--- config.mk ---
export PLATFORM = sky130hd
export DESIGN_NAME = rc_gearbox256_flat
export DESIGN_NICKNAME = d
export VERILOG_FILES = /design/src/rtl/rc_gearbox_pkg.sv /design/src/rtl/rc_gearbox256_if.sv /design/src/rtl/rc_gearbox256.sv /design/src/flat_wrapper.sv
export SDC_FILE = /design/constraint.sdc
export NUM_CORES = 1
export LEC_CHECK = 0
export CAP_MARGIN = 20
export CORE_AREA = 2 2 247 249
export DETAILED_ROUTE_END_ITERATION = 7
export DIE_AREA = 0 0 249 251
export PLACE_DENSITY = 0.66
export SETUP_SLACK_MARGIN = 0.5
export SKIP_LAST_GASP = 1
export SLEW_MARGIN = 20
export SYNTH_ARGS = -nofsm -noshare
export SYNTH_HDL_FRONTEND = slang
export SYNTH_SLANG_ARGS = --single-unit
--- constraint.sdc ---
create_clock -name clk -period 2.54 [get_ports clk]
set_input_delay 0.508 -clock clk [delete_from_list [all_inputs] [get_ports clk]]
set_output_delay 0.508 -clock clk [all_outputs]
set_load 0.05 [all_outputs]
--- src/rtl/rc_gearbox_pkg.sv ---
// rc_gearbox_pkg: shared constants, FSM states and dword-count helpers for rc_gearbox256
//   descriptor field offsets (bit positions within the first 96 bits of the first beat),
//   state_t (IDLE/BODY/FLUSH), norm_count (D=0 means 1024), tail_keep, needs_flush
package rc_gearbox_pkg;

    localparam int BEAT_W   = 256;
    localparam int TUSER_W  = 75;
    localparam int KEEP_W   = 8;
    localparam int HDR_W    = 96;
    localparam int EC_LSB   = 12;
    localparam int EC_W     = 4;
    localparam int CNT_LSB  = 32;
    localparam int CNT_W    = 11;
    localparam int ST_LSB   = 43;
    localparam int ST_W     = 3;
    localparam int POIS_BIT = 46;
    localparam int TAG_LSB  = 64;
    localparam int TAG_W    = 8;
    localparam int DISC_BIT = 42;

    typedef enum logic [1:0] {IDLE, BODY, FLUSH} state_t;

    function automatic logic [CNT_W-1:0] norm_count(input logic [CNT_W-1:0] f);
        return f == '0 ? 11'd1024 : f;
    endfunction

    // dword enables of the final output word of a D-dword completion
    function automatic logic [KEEP_W-1:0] tail_keep(input logic [CNT_W-1:0] d);
        return d[2:0] == 3'd0 ? 8'hFF : (8'd1 << d[2:0]) - 8'd1;
    endfunction

    // the last input beat leaves 1..5 dwords in the remnant that need a word of their own
    function automatic logic needs_flush(input logic [CNT_W-1:0] d);
        return d[2:0] != 3'd0 && d[2:0] <= 3'd5;
    endfunction

endpackage

--- src/rtl/rc_gearbox256_if.sv ---
// rc_gearbox256_if: bundles the core-side AXI-S completion stream and the realigned user-side stream
//   slave  : gearbox view (consumes m_axis_rc_*, rc_ready; drives m_axis_rc_tready and rc_*)
//   master : environment view (the opposite directions)
interface rc_gearbox256_if;
    import rc_gearbox_pkg::*;

    logic [BEAT_W-1:0]  m_axis_rc_tdata;
    logic [TUSER_W-1:0] m_axis_rc_tuser;
    logic [KEEP_W-1:0]  m_axis_rc_tkeep;
    logic               m_axis_rc_tlast;
    logic               m_axis_rc_tvalid;
    logic               m_axis_rc_tready;

    logic [BEAT_W-1:0]  rc_data;
    logic [KEEP_W-1:0]  rc_keep;
    logic               rc_sop;
    logic               rc_last;
    logic               rc_valid;
    logic               rc_ready;
    logic [TAG_W-1:0]   rc_tag;
    logic [CNT_W-1:0]   rc_dword_count;
    logic [ST_W-1:0]    rc_status;
    logic               rc_err;

    modport slave (
        input  m_axis_rc_tdata, m_axis_rc_tuser, m_axis_rc_tkeep, m_axis_rc_tlast, m_axis_rc_tvalid, rc_ready,
        output m_axis_rc_tready, rc_data, rc_keep, rc_sop, rc_last, rc_valid,
               rc_tag, rc_dword_count, rc_status, rc_err
    );

    modport master (
        output m_axis_rc_tdata, m_axis_rc_tuser, m_axis_rc_tkeep, m_axis_rc_tlast, m_axis_rc_tvalid, rc_ready,
        input  m_axis_rc_tready, rc_data, rc_keep, rc_sop, rc_last, rc_valid,
               rc_tag, rc_dword_count, rc_status, rc_err
    );

endinterface

--- src/rtl/rc_gearbox256.sv ---
// rc_gearbox256: strips the 3-dword completion descriptor and realigns the payload to dword 0
//   clk, rst : single clock, synchronous active-high reset
//   bus      : rc_gearbox256_if.slave (core-side m_axis_rc_* in, user-side rc_* out, registered)
//   RC_GEARBOX_ERR_DROP_EN : when defined, completions with a bad descriptor are consumed silently
module rc_gearbox256
    import rc_gearbox_pkg::*;
#(
    parameter int DATA_WIDTH = 256
) (
    input  logic            clk,
    input  logic            rst,
    rc_gearbox256_if.slave  bus
);

    localparam int RW = DATA_WIDTH - HDR_W;

    state_t            state, state_n;
    logic [RW-1:0]     rem, rem_n;
    logic              first, first_n;
    logic              drop, drop_n;
    logic [BEAT_W-1:0] data_n;
    logic [KEEP_W-1:0] keep_n;
    logic              sop_n, last_n, valid_n, err_n;
    logic [TAG_W-1:0]  tag_n;
    logic [CNT_W-1:0]  cnt_n;
    logic [ST_W-1:0]   st_n;
    logic [CNT_W-1:0]  hd_cnt;
    logic              hd_bad, disc, drop_now, accept, adv;
    logic              unused_in;

    assign adv    = !bus.rc_valid || bus.rc_ready;
    assign bus.m_axis_rc_tready = !rst && adv && state != FLUSH;
    assign accept = bus.m_axis_rc_tvalid && bus.m_axis_rc_tready;
    assign hd_cnt = norm_count(bus.m_axis_rc_tdata[CNT_LSB +: CNT_W]);
    assign hd_bad = |bus.m_axis_rc_tdata[EC_LSB +: EC_W] || |bus.m_axis_rc_tdata[ST_LSB +: ST_W]
                    || bus.m_axis_rc_tdata[POIS_BIT];
    assign disc   = bus.m_axis_rc_tuser[DISC_BIT];
    assign unused_in = ^{bus.m_axis_rc_tkeep, bus.m_axis_rc_tuser[TUSER_W-1:DISC_BIT+1],
                         bus.m_axis_rc_tuser[DISC_BIT-1:0]};

`ifdef RC_GEARBOX_ERR_DROP_EN
    assign drop_now = hd_bad;
`else
    assign drop_now = 1'b0;
`endif

    always_ff @(posedge clk) begin
        if (rst) state <= IDLE;
        else     state <= state_n;
    end

    always_comb begin
        state_n = state;
        rem_n   = rem;
        first_n = first;
        drop_n  = drop;
        valid_n = bus.rc_valid && !bus.rc_ready;
        data_n  = bus.rc_data;
        keep_n  = bus.rc_keep;
        sop_n   = bus.rc_sop;
        last_n  = bus.rc_last;
        tag_n   = bus.rc_tag;
        cnt_n   = bus.rc_dword_count;
        st_n    = bus.rc_status;
        err_n   = bus.rc_err;
        case (state)
            IDLE: if (accept) begin
                tag_n   = bus.m_axis_rc_tdata[TAG_LSB +: TAG_W];
                cnt_n   = hd_cnt;
                st_n    = bus.m_axis_rc_tdata[ST_LSB +: ST_W];
                err_n   = hd_bad || disc;
                rem_n   = bus.m_axis_rc_tdata[DATA_WIDTH-1:HDR_W];
                drop_n  = drop_now;
                first_n = 1'b1;
                if (hd_cnt <= 11'd5) begin
                    valid_n = !drop_now;
                    data_n  = {{HDR_W{1'b0}}, bus.m_axis_rc_tdata[DATA_WIDTH-1:HDR_W]};
                    keep_n  = tail_keep(hd_cnt);
                    sop_n   = 1'b1;
                    last_n  = 1'b1;
                end else begin
                    state_n = BODY;
                end
            end
            BODY: if (accept) begin
                // current beat's low 3 dwords complete the word started by the remnant
                rem_n   = bus.m_axis_rc_tdata[DATA_WIDTH-1:HDR_W];
                err_n   = bus.rc_err || disc;
                first_n = 1'b0;
                valid_n = !drop;
                data_n  = {bus.m_axis_rc_tdata[HDR_W-1:0], rem};
                sop_n   = first;
                keep_n  = 8'hFF;
                last_n  = 1'b0;
                if (bus.m_axis_rc_tlast) begin
                    if (drop || !needs_flush(bus.rc_dword_count)) begin
                        state_n = IDLE;
                        last_n  = 1'b1;
                        keep_n  = tail_keep(bus.rc_dword_count);
                    end else begin
                        state_n = FLUSH;
                    end
                end
            end
            FLUSH: if (adv) begin
                valid_n = 1'b1;
                data_n  = {{HDR_W{1'b0}}, rem};
                keep_n  = tail_keep(bus.rc_dword_count);
                sop_n   = 1'b0;
                last_n  = 1'b1;
                state_n = IDLE;
            end
            default: state_n = IDLE;
        endcase
    end

    always_ff @(posedge clk) begin
        if (rst) begin
            rem                <= '0;
            first              <= 1'b0;
            drop               <= 1'b0;
            bus.rc_valid       <= 1'b0;
            bus.rc_data        <= '0;
            bus.rc_keep        <= '0;
            bus.rc_sop         <= 1'b0;
            bus.rc_last        <= 1'b0;
            bus.rc_tag         <= '0;
            bus.rc_dword_count <= '0;
            bus.rc_status      <= '0;
            bus.rc_err         <= 1'b0;
        end else begin
            rem                <= rem_n;
            first              <= first_n;
            drop               <= drop_n;
            bus.rc_valid       <= valid_n;
            bus.rc_data        <= data_n;
            bus.rc_keep        <= keep_n;
            bus.rc_sop         <= sop_n;
            bus.rc_last        <= last_n;
            bus.rc_tag         <= tag_n;
            bus.rc_dword_count <= cnt_n;
            bus.rc_status      <= st_n;
            bus.rc_err         <= err_n;
        end
    end

endmodule

--- src/flat_wrapper.sv ---
// flat-port wrapper written by rule: the top's interface ports become plain ports
module rc_gearbox256_flat import rc_gearbox_pkg::*;
#(
    parameter int DATA_WIDTH = 256
)
  (clk, rst, bus_m_axis_rc_tdata, bus_m_axis_rc_tuser, bus_m_axis_rc_tkeep, bus_m_axis_rc_tlast, bus_m_axis_rc_tvalid, bus_rc_ready, bus_m_axis_rc_tready, bus_rc_data, bus_rc_keep, bus_rc_sop, bus_rc_last, bus_rc_valid, bus_rc_tag, bus_rc_dword_count, bus_rc_status, bus_rc_err);
  rc_gearbox256_if bus_i ();
  input  logic clk;
  input  logic rst;
  input wire logic [$bits(bus_i.m_axis_rc_tdata)-1:0] bus_m_axis_rc_tdata;
  input wire logic [$bits(bus_i.m_axis_rc_tuser)-1:0] bus_m_axis_rc_tuser;
  input wire logic [$bits(bus_i.m_axis_rc_tkeep)-1:0] bus_m_axis_rc_tkeep;
  input wire logic [$bits(bus_i.m_axis_rc_tlast)-1:0] bus_m_axis_rc_tlast;
  input wire logic [$bits(bus_i.m_axis_rc_tvalid)-1:0] bus_m_axis_rc_tvalid;
  input wire logic [$bits(bus_i.rc_ready)-1:0] bus_rc_ready;
  output wire logic [$bits(bus_i.m_axis_rc_tready)-1:0] bus_m_axis_rc_tready;
  output wire logic [$bits(bus_i.rc_data)-1:0] bus_rc_data;
  output wire logic [$bits(bus_i.rc_keep)-1:0] bus_rc_keep;
  output wire logic [$bits(bus_i.rc_sop)-1:0] bus_rc_sop;
  output wire logic [$bits(bus_i.rc_last)-1:0] bus_rc_last;
  output wire logic [$bits(bus_i.rc_valid)-1:0] bus_rc_valid;
  output wire logic [$bits(bus_i.rc_tag)-1:0] bus_rc_tag;
  output wire logic [$bits(bus_i.rc_dword_count)-1:0] bus_rc_dword_count;
  output wire logic [$bits(bus_i.rc_status)-1:0] bus_rc_status;
  output wire logic [$bits(bus_i.rc_err)-1:0] bus_rc_err;
  assign bus_i.m_axis_rc_tdata = bus_m_axis_rc_tdata;
  assign bus_i.m_axis_rc_tuser = bus_m_axis_rc_tuser;
  assign bus_i.m_axis_rc_tkeep = bus_m_axis_rc_tkeep;
  assign bus_i.m_axis_rc_tlast = bus_m_axis_rc_tlast;
  assign bus_i.m_axis_rc_tvalid = bus_m_axis_rc_tvalid;
  assign bus_i.rc_ready = bus_rc_ready;
  assign bus_m_axis_rc_tready = bus_i.m_axis_rc_tready;
  assign bus_rc_data = bus_i.rc_data;
  assign bus_rc_keep = bus_i.rc_keep;
  assign bus_rc_sop = bus_i.rc_sop;
  assign bus_rc_last = bus_i.rc_last;
  assign bus_rc_valid = bus_i.rc_valid;
  assign bus_rc_tag = bus_i.rc_tag;
  assign bus_rc_dword_count = bus_i.rc_dword_count;
  assign bus_rc_status = bus_i.rc_status;
  assign bus_rc_err = bus_i.rc_err;
  rc_gearbox256 #(.DATA_WIDTH(DATA_WIDTH)) u_core (.clk(clk), .rst(rst), .bus(bus_i));
endmodule
; Word-level counts from Yosys, hierarchy flattened
; Index checks and enable logic that the tools add are counted.
; Widths: inputs -> output; s select.
[totals]
register_bits = 453
in_bits = 344
out_inout_bits = 291
wordCells = 98
[op_classes]
n_addsub = 2
n_lt_le_gt_ge = 2
eq_ne = 9
shifts = 2
mux = 43
reduce_logical = 28
[op_table]
columns = op, count
row1 = $mux 256, 4
row2 = $pmux 256 s3, 1
row3 = $mux 8, 8
row4 = $pmux 8 s3, 1
row5 = $mux 1, 16
row6 = $shl 1x3->8 const A, 2
row7 = $sub 8x1->8 const B, 2
row8 = $mux 2, 6
row9 = $le 11x3->1 const B, 1
row10 = $logic_not 11->1, 1
row11 = $mux 11, 1
row12 = $reduce_and 5->1, 2
row13 = $pmux 1 s3, 3
row14 = $ne 2x1->1 const B, 4
row15 = $logic_not 3->1, 2
row16 = $ne 2x2->1 const B, 3
row17 = $pmux 2 s3, 1
row18 = $reduce_bool 3->1, 2
row19 = $logic_and 1x1->1, 5
row20 = $logic_or 1x1->1, 5
row21 = $pmux 1 s2, 2
row22 = $reduce_and 2->1, 2
row23 = $reduce_or 4->1, 1
row24 = $le 3x3->1 const B, 1
row25 = 8 further kinds, 10

; Depth between registers and ports, before layout
[depth]
ltp_word = 8
depth_mapped = 10
mapped_depth_nobuf = 7

; Worst setup path before layout
; OpenSTA, ideal clock, no wires.
[synth_path]
kind = input port to output port
start = input rst
end = output bus_m_axis_rc_tready
arrival_ns = 2.153
required_ns = 2.032
path_slack_ns = -0.121
cell_stages = 4
path_cell_list = clkbuf_1 -> clkbuf_1 -> clkbuf_1 -> nor3_1
[synth_via]
elab_chain_len = 3
[synth_rtl]
columns = element, line
row1 = from (decl), flat_wrapper.sv:9  ; input logic rst;
row2 = $logic_not 1->1, rc_gearbox256.sv:32  ; assign bus.m_axis_rc_tready = !rst && adv && state != FLUSH;
row3 = $logic_and 1x1->1 (2 in a row), rc_gearbox256.sv:32
row4 = to (decl), flat_wrapper.sv:16  ; output wire logic [$bits(bus_i.m_axis_rc_tready)-1:0] bus_m_axis_rc_tready;
; Every way passes these cells.

; Final worst setup path
[layout_path]
start = input bus_m_axis_rc_tdata[38]
end = register u_core.bus.rc_data[227]
[layout_via]
elab_chain_len = 5
[layout_rtl]
columns = element, line
row1 = from (decl), flat_wrapper.sv:10  ; input wire logic [$bits(bus_i.m_axis_rc_tdata)-1:0] bus_m_axis_rc_tdata;
row2 = $logic_not 11->1, rc_gearbox_pkg.sv:24  ; return f == '0 ? 11'd1024 : f;
row3 = $mux 11 *, rc_gearbox_pkg.sv:24
row4 = $le 11x3->1 *, rc_gearbox256.sv:75  ; if (hd_cnt <= 11'd5) begin
row5 = $ne 2x1->1 (no line) *, n/a
row6 = $reduce_and 5->1 (no line) *, n/a
row7 = to (signal assigned), rc_gearbox256.sv:136  ; bus.rc_data <= data_n;
row8 = to (decl), rc_gearbox256_if.sv:27  ; output m_axis_rc_tready, rc_data, rc_keep, rc_sop, rc_last, rc_valid,
; Every way passes the cells marked *; elsewhere a longest branch is shown, timed or not.
; A chain may end at the register's enable or synchronous reset.

==> results.sh <==
export IMPL_critical_path_class="in2reg"
export IMPL_netlist_instances=2095
export IMPL_grt_use_total_pct=22.7
export IMPL_synth_common_cells="nand2_1 (466), dfxtp_1 (453), a21oi_1 (290), nor2_1 (179), nor3_1 (171)"
export IMPL_max_cap_viol_count=0
export IMPL_synth_nets=2446
export IMPL_clock_sinks=453
export IMPL_path_clk_slew_ns=0.06
export IMPL_die_area_mm2=0.0625
export IMPL_cts_hold_buffers=0
export IMPL_cts_root_buf="clkbuf_16"
export IMPL_relSlewSlack_pct=12.3
export IMPL_vias=19900
export IMPL_worstMarginPinSlew_ns=1.32
export IMPL_synthFlopType="dfxtp_1"
export IMPL_core_area_mm2=0.0598
export IMPL_antenna_found_initial=3
export IMPL_grt_pass1_vias=18900
export IMPL_period_needed_ns=2.35
export IMPL_power_leakage_nw=16.5
export IMPL_netlist_area_mm2=0.0176
export IMPL_synth_async_sr_flop_share_pct=0
export IMPL_drive_gt1_share_pct=37.3
export IMPL_rows=90
export IMPL_min_from="bus_m_axis_rc_tdata[38]"
export IMPL_reg2reg_slack_ns=0.25
export IMPL_drc=0
export IMPL_post_dp_hpwl_um=41900
export IMPL_drt_pass1_iterations=5
export IMPL_setup_viol_count_final=0
export IMPL_path_buf_inv=9
export IMPL_tns_ns=0
export IMPL_grt_pass1_wl_um=112000
export IMPL_ys_ff_latch=453
export IMPL_slowest_delay_ns=0.56
export IMPL_vias_per_cell=5.50
export IMPL_startpoint="bus_m_axis_rc_tdata[38]"
export IMPL_endpoint_kind="flop"
export IMPL_clockBufferDepth=3
export IMPL_numCtsBuffers=50
export IMPL_synth_edff_count=0
export IMPL_drtIter0Drc=1377
export IMPL_yosysMostFrequentCell="nand2_1"
export IMPL_htree_levels=2
export IMPL_place_area_mm2=0.0244
export IMPL_fmax_mhz=426
export IMPL_rsz0062_at_grt="yes"
export IMPL_finalNetCount=3154
export IMPL_syn2layout_area_growth_pct=95.1
export IMPL_cts_tree="yes"
export IMPL_synthTopCellsByArea="dfxtp_1 (52%), nand2_1 (9.9%), a21oi_1 (8.3%)"
export IMPL_crit_path_max_fanout=5
export IMPL_grt_ovfl_total=0
export IMPL_yosys_area_top_type="dfxtp_1"
export IMPL_crit_path_start_kind="primary input"
export IMPL_p_total_mw=27.3
export IMPL_cp_slowest_cell="or4_4"
export IMPL_cp_required_ns=3.04
export IMPL_final_cell_area_mm2=0.0343
export IMPL_post_route_period_util_pct=92.4
export IMPL_crit_arrival_ns=2.85
export IMPL_cellPowerDensity_mw_per_mm2=796
export IMPL_peakVddDrop_mv=0.540
export IMPL_fin_util_pct=57.4
export IMPL_reg2reg_from="u_core.state[0]"
export IMPL_ant_nets=0
export IMPL_slew_viol_final=0
export IMPL_yosysTopAreaCellShare_pct=51.6
export IMPL_min_path_type="in2reg"
export IMPL_yosysSeqAreaShare_pct=51.6
export IMPL_hold_viol=0
export IMPL_finalWirelength_um=86800
export IMPL_fin_worst_skew_ns=0.0134
export IMPL_cp_top_family="buffers and inverters"
export IMPL_postSynthAreaPerCell_um2=8.40
export IMPL_status="finished clean"
export IMPL_pin_count=635
export IMPL_synthDistinctLibCells=47
export IMPL_grt_max_degree=210
export IMPL_die_w_um=249
export IMPL_gp_congestion=0.875
export IMPL_detail_route_wl_per_cell_um=24.0
export IMPL_yosysWarnings=0
export IMPL_start_util_pct=29.4
export IMPL_clk_latency_ns=0.58
export IMPL_crit_path_cell_trace="buf_8 -> or4_4 -> nor4_4 -> buf_4 -> o221a_4 -> buf_6 -> buf_12 -> buf_12 -> buf_6 -> buf_6 -> buf_12 -> buf_8 -> nand3_1 -> a21oi_1"
export IMPL_dieHeight_um=251
export IMPL_port_buffers=552
-- path summary, 6_finish.rpt --
kind                                  endpoint  depth (start not counted)
hold / removal    u_core.bus.rc_dword_count[6]                          4
setup / recovery       u_core.bus.rc_data[227]                         14
hold reg to reg        u_core.bus.rc_data[175]                          2
setup reg to reg       u_core.bus.rc_data[227]                         13
-- cells by family (layout without fill, tap and decap cells) --
kind of cell	after synthesis	after routing	share of synthesized area, %
xor gates and xnor gates	3	3	0.149
DFF	453	453	51.6
and+or+nand+nor	937	937	22.4
buffers and inverters	213	954	5.58
adders and majority gates	7	7	0.498
AOI/OAI and AO/OA	482	482	19.8
other	0	2	0
-- power breakdown --
group	switching, mW	internal [mW]	total [mW]
Combinational	6.57	4.67	11.2
Clock	3.06	4.59	7.65
Sequential	0.575	7.85	8.42
-- final cells by class --
cell class / count / area [um2]
fill: 4550 / 25500
inverter: 11 / 56.3
timing repair buffer: 858 / 11400
sequential: 453 / 9080
antenna: 2 / 5.00
multi-input combinational: 1429 / 11100
clock buffer: 77 / 1560
tap: 782 / 978
clock inverter: 8 / 151
-- registers in the layout, indices dropped and copies added, names as in the netlist, 2 cells and up --
name and cells:
u_core.state 2, u_core.rem 160, u_core.bus.rc_data 256, u_core.bus.rc_dword_count 11
u_core.bus.rc_keep 8, u_core.bus.rc_status 3, u_core.bus.rc_tag 8
-- layout by cell type, fill, tap and decap left out, types with 24 or more instances in the layout --
master,n
a21oi_2,141
nor3_1,134
nor2_2,41
clkdlybuf4s50_1,249
nor3_2,35
buf_8,24
buf_12,81
buf_6,54
nand3_2,37
dlymetal6s2s_1,238
a221oi_4,57
clkbuf_2,32
nand2_2,63
a21oi_1,148
clkbuf_16,82
nand2_1,305
a221oi_2,101
buf_16,62
nor2_1,127
nand2_4,98
buf_4,62
dfxtp_1,449
nand3_1,45
-- metrics by stage --
step,hold WS (ns),setup slack [ns],cells
after floorplan,0.432,0.230,2095
after global routing,0.295,0.149,3620
after detailed placement,0.444,-0.598,3326
after global placement,0.437,-0.564,3326
after CTS,0.268,0.221,3546
final,0.304,0.193,3620
-- layer usage --
metal  wire [um]  GRT usage, %  up-vias
met5          13             0        -
met4        4330          9.70        2
met3        6810          5.43      264
met2       42800          38.5     1031
met1       32800          27.4     9795
li1            -             -     8828
-- tightest hold or removal path: stages --
cell,delay (ns)
buf_8,0.08
buf_4,0.13
a22oi_2,0.05
nor2_1,0.07
-- timing repair --
| item | CTS | global route |
|---|---|---|
| gates cloned | 54 | 38 |
| buffers inserted | 81 | 34 |
| gates resized for setup | 444 | 928 |
| endpoints found under the setup margin | 719 | 731 |
| hold endpoints to repair | 0 | 0 |
| pin swaps | 130 | 317 |
Note: power is estimated with default switching activity, not from simulation.
